## src/rtl/seg7_pkg.sv

```systemverilog
// Shared seven-segment definitions: digit width, blank pattern and active-low hex glyphs (g..a).
package seg7_pkg;

    localparam int unsigned DIGIT_W = 4;
    localparam int unsigned SEG_W   = 7;
    localparam logic [SEG_W-1:0] SEG_BLANK = 7'h7F;

    function automatic logic [SEG_W-1:0] seg7_hex(input logic [DIGIT_W-1:0] nibble);
        logic [SEG_W-1:0] glyph;
        case (nibble)
            4'h0: glyph = 7'b1000000;
            4'h1: glyph = 7'b1111001;
            4'h2: glyph = 7'b0100100;
            4'h3: glyph = 7'b0110000;
            4'h4: glyph = 7'b0011001;
            4'h5: glyph = 7'b0010010;
            4'h6: glyph = 7'b0000010;
            4'h7: glyph = 7'b1111000;
            4'h8: glyph = 7'b0000000;
            4'h9: glyph = 7'b0010000;
            4'hA: glyph = 7'b0001000;
            4'hB: glyph = 7'b0000011;
            4'hC: glyph = 7'b1000110;
            4'hD: glyph = 7'b0100001;
            4'hE: glyph = 7'b0000110;
            default: glyph = 7'b0001110;
        endcase
        return glyph;
    endfunction

endpackage

```

## src/rtl/seg7_scan.sv

```systemverilog
// Multiplexed display scanner: walks one anode at a time and latches the matching glyph.
// Optional LEADING_ZERO_BLANK_EN blanks leading zero digits (digit 0 is always shown).
module seg7_scan
    import seg7_pkg::*;
#(
    parameter int unsigned N_DIGITS = 4,
    parameter int unsigned SCAN_DIV = 500
) (
    input  logic                          clock,
    input  logic                          reset,
    input  logic [N_DIGITS*DIGIT_W-1:0]   count,
    output logic [SEG_W-1:0]              seg_n,
    output logic [N_DIGITS-1:0]           an_n
);

    localparam int unsigned IDX_W = (N_DIGITS > 1) ? $clog2(N_DIGITS) : 1;
    localparam int unsigned SCN_W = (SCAN_DIV > 1) ? $clog2(SCAN_DIV) : 1;

    logic [SCN_W-1:0]   scan_cnt;
    logic [IDX_W-1:0]   idx;
    logic [IDX_W-1:0]   idx_nxt_c;
    logic [DIGIT_W-1:0] digits_c [N_DIGITS];
    logic               advance_c;
    logic               blank_c;
`ifdef LEADING_ZERO_BLANK_EN
    logic               upper_zero_c;
`endif

    assign advance_c = (scan_cnt == SCN_W'(SCAN_DIV - 1));

    // Next index, its digit value, and whether that digit is a leading zero
    always_comb begin
        idx_nxt_c = (idx == IDX_W'(N_DIGITS - 1)) ? '0 : idx + 1'b1;
        for (int i = 0; i < int'(N_DIGITS); i++) begin
            digits_c[i] = count[i*DIGIT_W +: DIGIT_W];
        end
        blank_c = 1'b0;
`ifdef LEADING_ZERO_BLANK_EN
        upper_zero_c = 1'b1;
        for (int i = int'(N_DIGITS) - 1; i >= 1; i--) begin
            upper_zero_c = upper_zero_c && (digits_c[i] == '0);
            if (IDX_W'(i) == idx_nxt_c) begin
                blank_c = upper_zero_c;
            end
        end
`endif
    end

    // Anode and segment registers move together with the index so the bank never shows a mix
    always_ff @(posedge clock) begin
        if (reset) begin
            scan_cnt <= '0;
            idx      <= '0;
            an_n     <= ~N_DIGITS'(1);
            seg_n    <= seg7_hex(DIGIT_W'(0));
        end else if (advance_c) begin
            scan_cnt <= '0;
            idx      <= idx_nxt_c;
            an_n     <= ~(N_DIGITS'(1) << idx_nxt_c);
            seg_n    <= blank_c ? SEG_BLANK : seg7_hex(digits_c[idx_nxt_c]);
        end else begin
            scan_cnt <= scan_cnt + 1'b1;
        end
    end

endmodule

```

## src/rtl/multi_digit_counter_display.sv

```systemverilog
// N-digit cascaded up/down counter with runtime radix, clamped parallel load and wrap pulse,
// driving a multiplexed active-low 7-segment bank. Build option: LEADING_ZERO_BLANK_EN.
module multi_digit_counter_display
    import seg7_pkg::*;
#(
    parameter int unsigned N_DIGITS = 4,
    parameter int unsigned TICK_DIV = 50000,
    parameter int unsigned SCAN_DIV = 500
) (
    input  logic                          clock,
    input  logic                          reset,
    input  logic                          enable,
    input  logic                          load,
    input  logic                          dir_up,
    input  logic [DIGIT_W-1:0]            term,
    input  logic [N_DIGITS*DIGIT_W-1:0]   load_data,
    output logic [N_DIGITS*DIGIT_W-1:0]   count,
    output logic                          cout,
    output logic [SEG_W-1:0]              seg_n,
    output logic [N_DIGITS-1:0]           an_n
);

    localparam int unsigned CNT_W = N_DIGITS * DIGIT_W;
    localparam int unsigned PRE_W = (TICK_DIV > 1) ? $clog2(TICK_DIV) : 1;

    logic [PRE_W-1:0]   presc;
    logic               step_c;
    logic [DIGIT_W-1:0] teff_c;
    logic [CNT_W-1:0]   count_step_c;
    logic [CNT_W-1:0]   count_load_c;
    logic               carry_up_c;
    logic               carry_dn_c;
    logic               wrap_c;

    assign step_c = (presc == PRE_W'(TICK_DIV - 1));
    assign teff_c = (term == '0) ? DIGIT_W'(1) : term;

    // Single-cycle cascade: a digit moves when every lower digit sits at its wrap value
    always_comb begin
        count_step_c = count;
        carry_up_c   = 1'b1;
        carry_dn_c   = 1'b1;
        for (int i = 0; i < int'(N_DIGITS); i++) begin
            if (count[i*DIGIT_W +: DIGIT_W] > teff_c) begin
                count_step_c[i*DIGIT_W +: DIGIT_W] = '0;
            end else if (dir_up && carry_up_c) begin
                count_step_c[i*DIGIT_W +: DIGIT_W] =
                    (count[i*DIGIT_W +: DIGIT_W] == teff_c) ? '0 : count[i*DIGIT_W +: DIGIT_W] + 1'b1;
            end else if (!dir_up && carry_dn_c) begin
                count_step_c[i*DIGIT_W +: DIGIT_W] =
                    (count[i*DIGIT_W +: DIGIT_W] == '0) ? teff_c : count[i*DIGIT_W +: DIGIT_W] - 1'b1;
            end
            // Out-of-range digits match neither 0 nor teff, so they also break the carry
            carry_up_c = carry_up_c && (count[i*DIGIT_W +: DIGIT_W] == teff_c);
            carry_dn_c = carry_dn_c && (count[i*DIGIT_W +: DIGIT_W] == '0);
        end
        wrap_c = dir_up ? carry_up_c : carry_dn_c;
    end

    // Load data with each digit clamped to the current terminal value
    always_comb begin
        count_load_c = load_data;
        for (int i = 0; i < int'(N_DIGITS); i++) begin
            if (load_data[i*DIGIT_W +: DIGIT_W] > teff_c) begin
                count_load_c[i*DIGIT_W +: DIGIT_W] = teff_c;
            end
        end
    end

    // Free-running prescaler; load has priority over a step and leaves the prescaler alone
    always_ff @(posedge clock) begin
        if (reset) begin
            presc <= '0;
            count <= '0;
            cout  <= 1'b0;
        end else begin
            presc <= step_c ? '0 : presc + 1'b1;
            cout  <= 1'b0;
            if (enable) begin
                if (load) begin
                    count <= count_load_c;
                end else if (step_c) begin
                    count <= count_step_c;
                    cout  <= wrap_c;
                end
            end
        end
    end

    seg7_scan #(
        .N_DIGITS (N_DIGITS),
        .SCAN_DIV (SCAN_DIV)
    ) u_scan (
        .clock (clock),
        .reset (reset),
        .count (count),
        .seg_n (seg_n),
        .an_n  (an_n)
    );

endmodule

```

## config.mk

```make
export PLATFORM = sky130hd
export DESIGN_NAME = multi_digit_counter_display
export DESIGN_NICKNAME = d
export VERILOG_FILES = /design/src/rtl/seg7_pkg.sv /design/src/rtl/seg7_scan.sv /design/src/rtl/multi_digit_counter_display.sv
export SDC_FILE = /design/constraint.sdc
export NUM_CORES = 1
export LEC_CHECK = 0
export ABC_AREA = 1
export BUFFER_PORTS_ARGS = -buffer_cell sky130_fd_sc_hd__buf_2
export CORE_UTILIZATION = 55
export DETAILED_ROUTE_END_ITERATION = 6
export GPL_TIMING_DRIVEN = 0
export HOLD_SLACK_MARGIN = 0.06
export PLACE_DENSITY = 0.73
export SETUP_SLACK_MARGIN = 0.05
export SLEW_MARGIN = 20
export SYNTH_ARGS = -nofsm -noshare
export SYNTH_HDL_FRONTEND = slang
export SYNTH_SLANG_ARGS = --single-unit
```

## constraint.sdc

```tcl
create_clock -name clock -period 4.7 [get_ports clock]
set_input_delay 0.235 -clock clock [delete_from_list [all_inputs] [get_ports clock]]
set_output_delay 0.235 -clock clock [all_outputs]
set_load 0.01 [all_outputs]
```

==> results of run 1 <==
## layer usage
metal / wire (um) / global-route usage
met5: 0 / 0
met4: 272 / 0.0960
met3: 515 / 0.0338
met2: 5590 / 0.497
met1: 5410 / 0.348
## per-stage QoR
step                       util  worst slack, ps  instances
after floorplan               -             2480        771
after global routing      0.630             1420        935
after CTS                 0.630             1750        935
final                     0.630             1700        935
after detailed placement  0.618             1400        927
after global placement    0.618             1400        927
## cells in the final DEF (no fill, tap or decap), drive strengths merged
cell type  instances
o21ai             28
nand3             90
clkinvlp           1
clkinv             4
nand3b             2
nor3              10
dfxtp             55
nand2            236
nor3b              2
buf               58
clkbuf             6
nand4              8
ha                54
nor2             100
o22ai              2
or2                6
o21bai             6
nor4               1
a31oi              1
o211ai             2
inv              100
a21oi             49
xor2               8
xnor2              1
## worst min-delay path: stages
cell	delay, ps
buf_2	180
a21oi_1	60
nand2_1	60
## flip-flops by register name (all words and copies together) (netlist names)
register / count
cout: 1
u_scan.scan_cnt: 9
u_scan.seg_n: 7
count: 16
u_scan.an_n: 4
u_scan.idx: 2
presc: 16
## worst min-delay path by stage
stage                        from            endpoint  slack (ps)
2_1_floorplan               reset     u_scan.seg_n[6]         330
3_3_place_gp   u_scan.scan_cnt[0]  u_scan.scan_cnt[0]         430
3_5_place_dp   u_scan.scan_cnt[0]  u_scan.scan_cnt[0]         440
4_1_cts                     reset     u_scan.seg_n[6]         250
5_1_grt                     reset     u_scan.seg_n[6]         240
6_report                    reset     u_scan.seg_n[6]         240
## logic make-up after synthesis
family,count (synthesis)
DFF,55
xor gates and xnor gates,9
buffers and inverters,110
adders and majority gates,54
and+or+nand+nor,455
AOI/OAI and AO/OA,88
## power groups by stage
stage	registers [mW]	logic [mW]	clock network, mW
global placement	0.516	0.364	0
global route	0.509	0.444	0.319
floorplan	0.515	0.280	0
CTS	0.506	0.378	0.301
finish	0.507	0.381	0.292
detailed placement	0.517	0.376	0
## area by class of cell
type,count,area (um2),share of cell area
clock inverters,2,16.3,0.00313
multi-input cells,606,3190,0.612
flip-flops and latches,55,1100,0.212
plain buffers,7,42.5,0.00818
inverters,103,388,0.0745
well taps,105,131,0.0252
repair buffers,51,255,0.0491
clock buffers,6,82.6,0.0159
## cells in the mapped netlist, types with 2 or more instances
cell type,n
nand3b_1,2
o22ai_1,2
nor2_1,89
inv_2,3
a21oi_1,47
buf_2,4
or2_2,5
nand2_4,3
o21bai_1,6
nor3_1,10
xor2_1,8
clkinv_1,2
nor3b_1,2
o21ai_0,27
o211ai_1,2
nand4_1,8
ha_1,54
nand2_2,7
nand3_1,90
nor2_2,11
dfxtp_1,55
inv_1,97
nand2_1,226
==> metrics.md, run 1 <==
| Metric | Value |
|---|---|
| Status | finished, final reports clean |
| XOR/XNOR Fraction of Synth Area | 0.0167 |
| Avg Inst Size Synth | 6.12 um2 |
| Fill count | 838 |
| Hold depth | 3 |
| Core box area | 8260 um2 |
| Fin area | 5200 um2 |
| Max-slew headroom at the worst pin | 0.567 |
| Ys flop type | dfxtp_1 |
| Share of layout cells above drive strength 1 | 0.117 |
| Cell Area, Synth | roughly 4700 um2 |
| RSZ-0062 raised after global routing | false |
| Worst Path Buf+Inv | 3 |
| # nets final | 908 |
| CP endpoint kind | register |
| CP most frequent cell | nor2_1 |
| Crit-path leading delay family | simple AND/OR/NAND/NOR gates |
| Final Setup Violations | 0 |
| Final hold vios | 0 |
| Post-synth EDFFs | 0 |
| Final Slew Violations | 0 |
| PwrDens | between 200 and 250 nW/um2 |
| Std cell rows | 33 |
| Ys Warns | 0 |
| Combinational family with the most area after synthesis | simple AND/OR/NAND/NOR gates |
| GRT Util Overall | 0.280 |
| Number of global-route vias before repair | 4614 |
| Crit-path cells | buf_2 -> clkinv_1 -> nand2_1 -> nand2_1 -> ha_1 -> nand2_1 -> nor2_1 -> inv_1 -> nor2_2 -> nor2_1 -> nand2_2 -> nand2_4 -> nor2_1 -> nor2_1 |
| Reg2reg start | u_scan.idx[0] |
| Register clock-pin slew on the reported worst setup and hold paths | 110 ps |
| Avg Vias per Cell | about 5.3 |
| CTS root buf | clkbuf_8 |
| Mux contribution to synthesized area | 0 |
| Gate power share | 0.323 |
| Worst setup endpoint | count[13] |
| Unique masters post-synth | 34 |
| Maximum vdd ir drop | 0.000133 V |
| Max-Cap Viols | 0 |
| CTS tree | done |
| IO Port Bufs | 51 |
| Synth top area share | 0.233 |
| Remaining antenna violation count | 0 |
| Grt total ovfl | 0 |
| Top cells by area, synth | dfxtp_1 23%, nand2_1 18%, ha_1 14% |
| Num CTS Buffers | 5 |
| Placed cell area | slightly above 5000 um2 |
| Switching power | 0.439 mW |
| Cells after Synth | a little under 800 |
| R2r endpoint | u_scan.seg_n[3] |
| Crit path max-delay cell type | clkinv_1 |
| Die ar. | 8950 um2 |
| Crit. Startpoint | term[2] |
| Reg2reg setup slack | 2140 ps |
| Ports | 53 |
| Syn_nets | 850 |
| Worst hold path class | primary input to register |
| Residual DRC count | 0 |
| DP HPWL | 9.05 mm |
| Crit path depth | 14 |
| Yosys top cell by area | dfxtp_1 |
| Hold WS | 243 ps |
| Initial Utilization | 0.571 |
| Critical Path RT | between 4000 and 5000 ps |
| Die span in x | 94.6 um |
| Slew @ Worst Pin | 649 ps |
| Depth of the CTS H-tree | 2 |
| First-pass GRT wire length | slightly above 20 mm |
| Max incr delay on CP | roughly 500 ps |
| CP Data Arrival Time | 3220 ps |
| Worst Setup Path Type | primary input to register |
| CTS Hold Buffers Added | 0 |
| Minimum clock period | approximately 3000 ps |
| Gp weighted congestion | 0.960 |
| Total number of vias | 4984 |
| Sw frac | 0.373 |
| Synth Area in Adders | 0.143 |
| Peak fanout along the critical path | 15 |
| Die Height | between 90 and 100 um |
| DR iter-0 viols | 198 |
| Final setup TNS | 0 ps |
| Initial antenna violation count | 0 |
| Clock Latency Late Sink | 310 ps |
| Flop pwr share | 0.429 |
| Overall Power | ~1.2 mW |
| Async S/R FF share, synth | 0 |
| Max Freq | 333 MHz |
| Clock buffer depth | 2 |
| Area share of and/or/nand/nor cells after synthesis | 0.414 |
| Internal | 0.740 mW |
| #FFs+latches synth | 55 |
| Crit start category | primary input |
| Post-CTS sizing | 0 |
| Clk pwr share | 0.248 |
| Pre-antenna DRT Iters | 5 |
| Max Clock Skew | 5.58 ps |
| Final WL | between 10 and 15 mm |
| Seq/Total Area, Yosys | 0.233 |
| N_diodes | 0 |
| Largest net degree at the start of global routing | 18 |
| FF-to-FF path depth | 13 |
| Wire per inst | 12.6 um |
| Leak pwr | between 2 and 3 nW |
| Compound-Gate Fraction of Synth Area | 0.102 |
| Post-CTS Setup Bufs | 0 |
| CTS sink count | 55 |
| Final period util | 0.638 |
| Area Growth Syn to Fin | 10.3% |
Note: power is estimated with default switching activity, not from simulation.
==> run 2, diff against run 1 <==
Clock period 4.7 ns to 3.04 ns, I/O delays scaled along.
==> run 2 against run 1 <==
- critical path depth is the same
- sequential share of layout area about the same
- final area about the same
- non-clock buffer count did not move
- combinational power increased by 55%
- core utilization hardly changed
- sequential power up 54%
- register-to-register slack got worse by 1700 ps
- first-iteration DRC count grew 1.0%
- via count about the same
- clock skew grew 0.91 ps
==> metrics.md, run 2 (synthesis results as in run 1) <==
| Metric | Value |
|---|---|
| Grt total ovfl | 0 (unchanged) |
| Core box area | 8260 um2 (unchanged) |
| Die ar. | 8950 um2 (unchanged) |
| Die Height | 94.6 um (unchanged) |
| DR iter-0 viols | 200 (was 198) |
| Initial Utilization | 0.571 (unchanged) |
| Final period util | 0.881 |
| Gp weighted congestion | 0.960 (unchanged) |
| Placed cell area | 5100 um2 (unchanged) |
| Final WL | 11.8 mm (about the same) |
| Critical Path RT | 3260 ps (was 4920 ps) |
| Clock buffer depth | 2 (unchanged) |
| CTS sink count | 55 (unchanged) |
| Number of global-route vias before repair | 4614 (unchanged) |
| Fin area | 5210 um2 (was 5200 um2) |
| Residual DRC count | 0 (unchanged) |
| Final hold vios | 0 (unchanged) |
| Maximum vdd ir drop | 0.000205 V (was 0.000133 V) |
| Pre-antenna DRT Iters | 5 (unchanged) |
| Total number of vias | 4983 (was 4984) |
| First-pass GRT wire length | 20.3 mm (unchanged) |
| Overall Power | 1.82 mW (was 1.18 mW) |
| Reg2reg start | u_scan.idx[0] (unchanged) |
| Remaining antenna violation count | 0 (unchanged) |
| Die span in x | 94.6 um (unchanged) |
| Worst Setup Path Type | primary input to register (unchanged) |
| Cell total after placement | 927 (unchanged) |
| Pre-CTS setup slack | -173 ps (was 1400 ps) |
| Std cell rows | 33 (unchanged) |
| N_diodes | 0 (unchanged) |
| Final Setup Violations | 0 (unchanged) |
| Ports | 53 (unchanged) |
| Hold WS | 160 ps (was 243 ps) |
| Final setup TNS | 0 ps (unchanged) |
| Regs by FF count | count x16, presc x16, u_scan.scan_cnt x9 (unchanged) |
| Post-route setup slack | 363 ps (was 1700 ps) |
| CP endpoint kind | register (unchanged) |
| Peak fanout along the critical path | 15 (unchanged) |
| PwrDens | 350 nW/um2 (was 227 nW/um2) |
| Most common cell after layout, fill and taps aside | nand2_1 (unchanged) |
| Slew @ Worst Pin | 664 ps (was 649 ps) |
| Max-slew headroom at the worst pin | 0.557 (was 0.567) |
| Commonest non-fill, non-tap cells in the layout | 226 x nand2_1, 97 x inv_1, 90 x nand3_1, 89 x nor2_1 (unchanged) |
| Leak pwr | 2.72 nW (about the same) |
| CTS tree | done (unchanged) |
| CTS root buf | clkbuf_8 (unchanged) |
| Avg Vias per Cell | 5.33 (about the same) |
| CP Data Arrival Time | 2900 ps (was 3220 ps) |
| Max Clock Skew | 6.49 ps (was 5.58 ps) |
| Minimum clock period | 2680 ps |
| Final cell count without fillers | 935 (unchanged) |
| Depth of the CTS H-tree | 2 (unchanged) |
| Final Slew Violations | 0 (unchanged) |
| IO Port Bufs | 51 (unchanged) |
| Min-delay src | reset (unchanged) |
| Post-layout util | 0.631 (was 0.630) |
| Clock Latency Late Sink | 320 ps (was 310 ps) |
| Max Freq | between 300 and 400 MHz |
| RSZ-0062 raised after global routing | false (unchanged) |
| Max-Cap Viols | 0 (unchanged) |
| Area Growth Syn to Fin | 10.4% (was 10.3%) |
| Wire per inst | 12.6 um (about the same) |
| Num CTS Buffers | 5 (unchanged) |
| Crit start category | primary input (unchanged) |
| Register clock-pin slew on the reported worst setup and hold paths | 110 ps (about the same) |
| CTS Hold Buffers Added | 0 (unchanged) |
| Initial antenna violation count | 0 (unchanged) |
| DP HPWL | 9.05 mm (unchanged) |
| Worst hold path class | primary input to register (unchanged) |
| Share of layout cells above drive strength 1 | 0.118 (was 0.117) |
| # nets final | 908 (unchanged) |
| GRT Util Overall | 0.280 (unchanged) |
| Fill count | 838 (unchanged) |
| Crit. Startpoint | term[2] (unchanged) |
| Status | finished, final reports clean (unchanged) |
| Largest net degree at the start of global routing | 18 (unchanged) |
run 2: cell types whose count changed in the layout (fill, tap and decap cells not counted):
cell        delta
clkinv_1       -1
clkinvlp_4     +1
run 2: worst max-delay path: stages:
cell	delay (ps)
buf_2	120
clkinvlp_4	340
nand2_1	250
nand2_1	360
ha_1	430
nand2_1	50
nor2_1	290
inv_1	190
nor2_2	260
nor2_1	80
nand2_2	90
nand2_4	80
nor2_1	140
nor2_1	60
run 2: routing by layer:
layer / routed length, um / global-route usage
met5: 0 / 0
met4: 267 / 0.0960
met3: 519 / 0.0338
met2: 5590 / 0.497
met1: 5430 / 0.348
run 2: where the power goes:
group          total, mW  switching [mW]  internal (mW)
clock network      0.452           0.265          0.187
logic              0.589           0.376          0.213
registers          0.783          0.0390          0.744
run 2: timing repair:
| item | 4_1_cts | 5_1_grt |
|---|---|---|
| hold endpoints to repair | 0 | 0 |
| gates resized for setup | 0 | 1 |
| endpoints found under the setup margin | 0 | 9 |
| setup buffers | 0 | 0 |
run 2: final timing paths:
kind	to	slack, ps	cells past startpoint
setup / recovery	count[13]	360	14
hold / removal	u_scan.seg_n[6]	160	3
setup reg to reg	u_scan.seg_n[3]	480	13
hold reg to reg	u_scan.scan_cnt[0]	450	1
run 2: cell type report:
cell class              count  area (um2)  area share
well taps                 105         131      0.0252
clock buffers               6        82.6      0.0159
inverters                 103         392      0.0752
plain buffers               7        42.5     0.00817
repair buffers             51         255      0.0490
clock inverters             2        16.3     0.00312
flip-flops and latches     55        1100       0.211
multi-input cells         606        3190       0.612
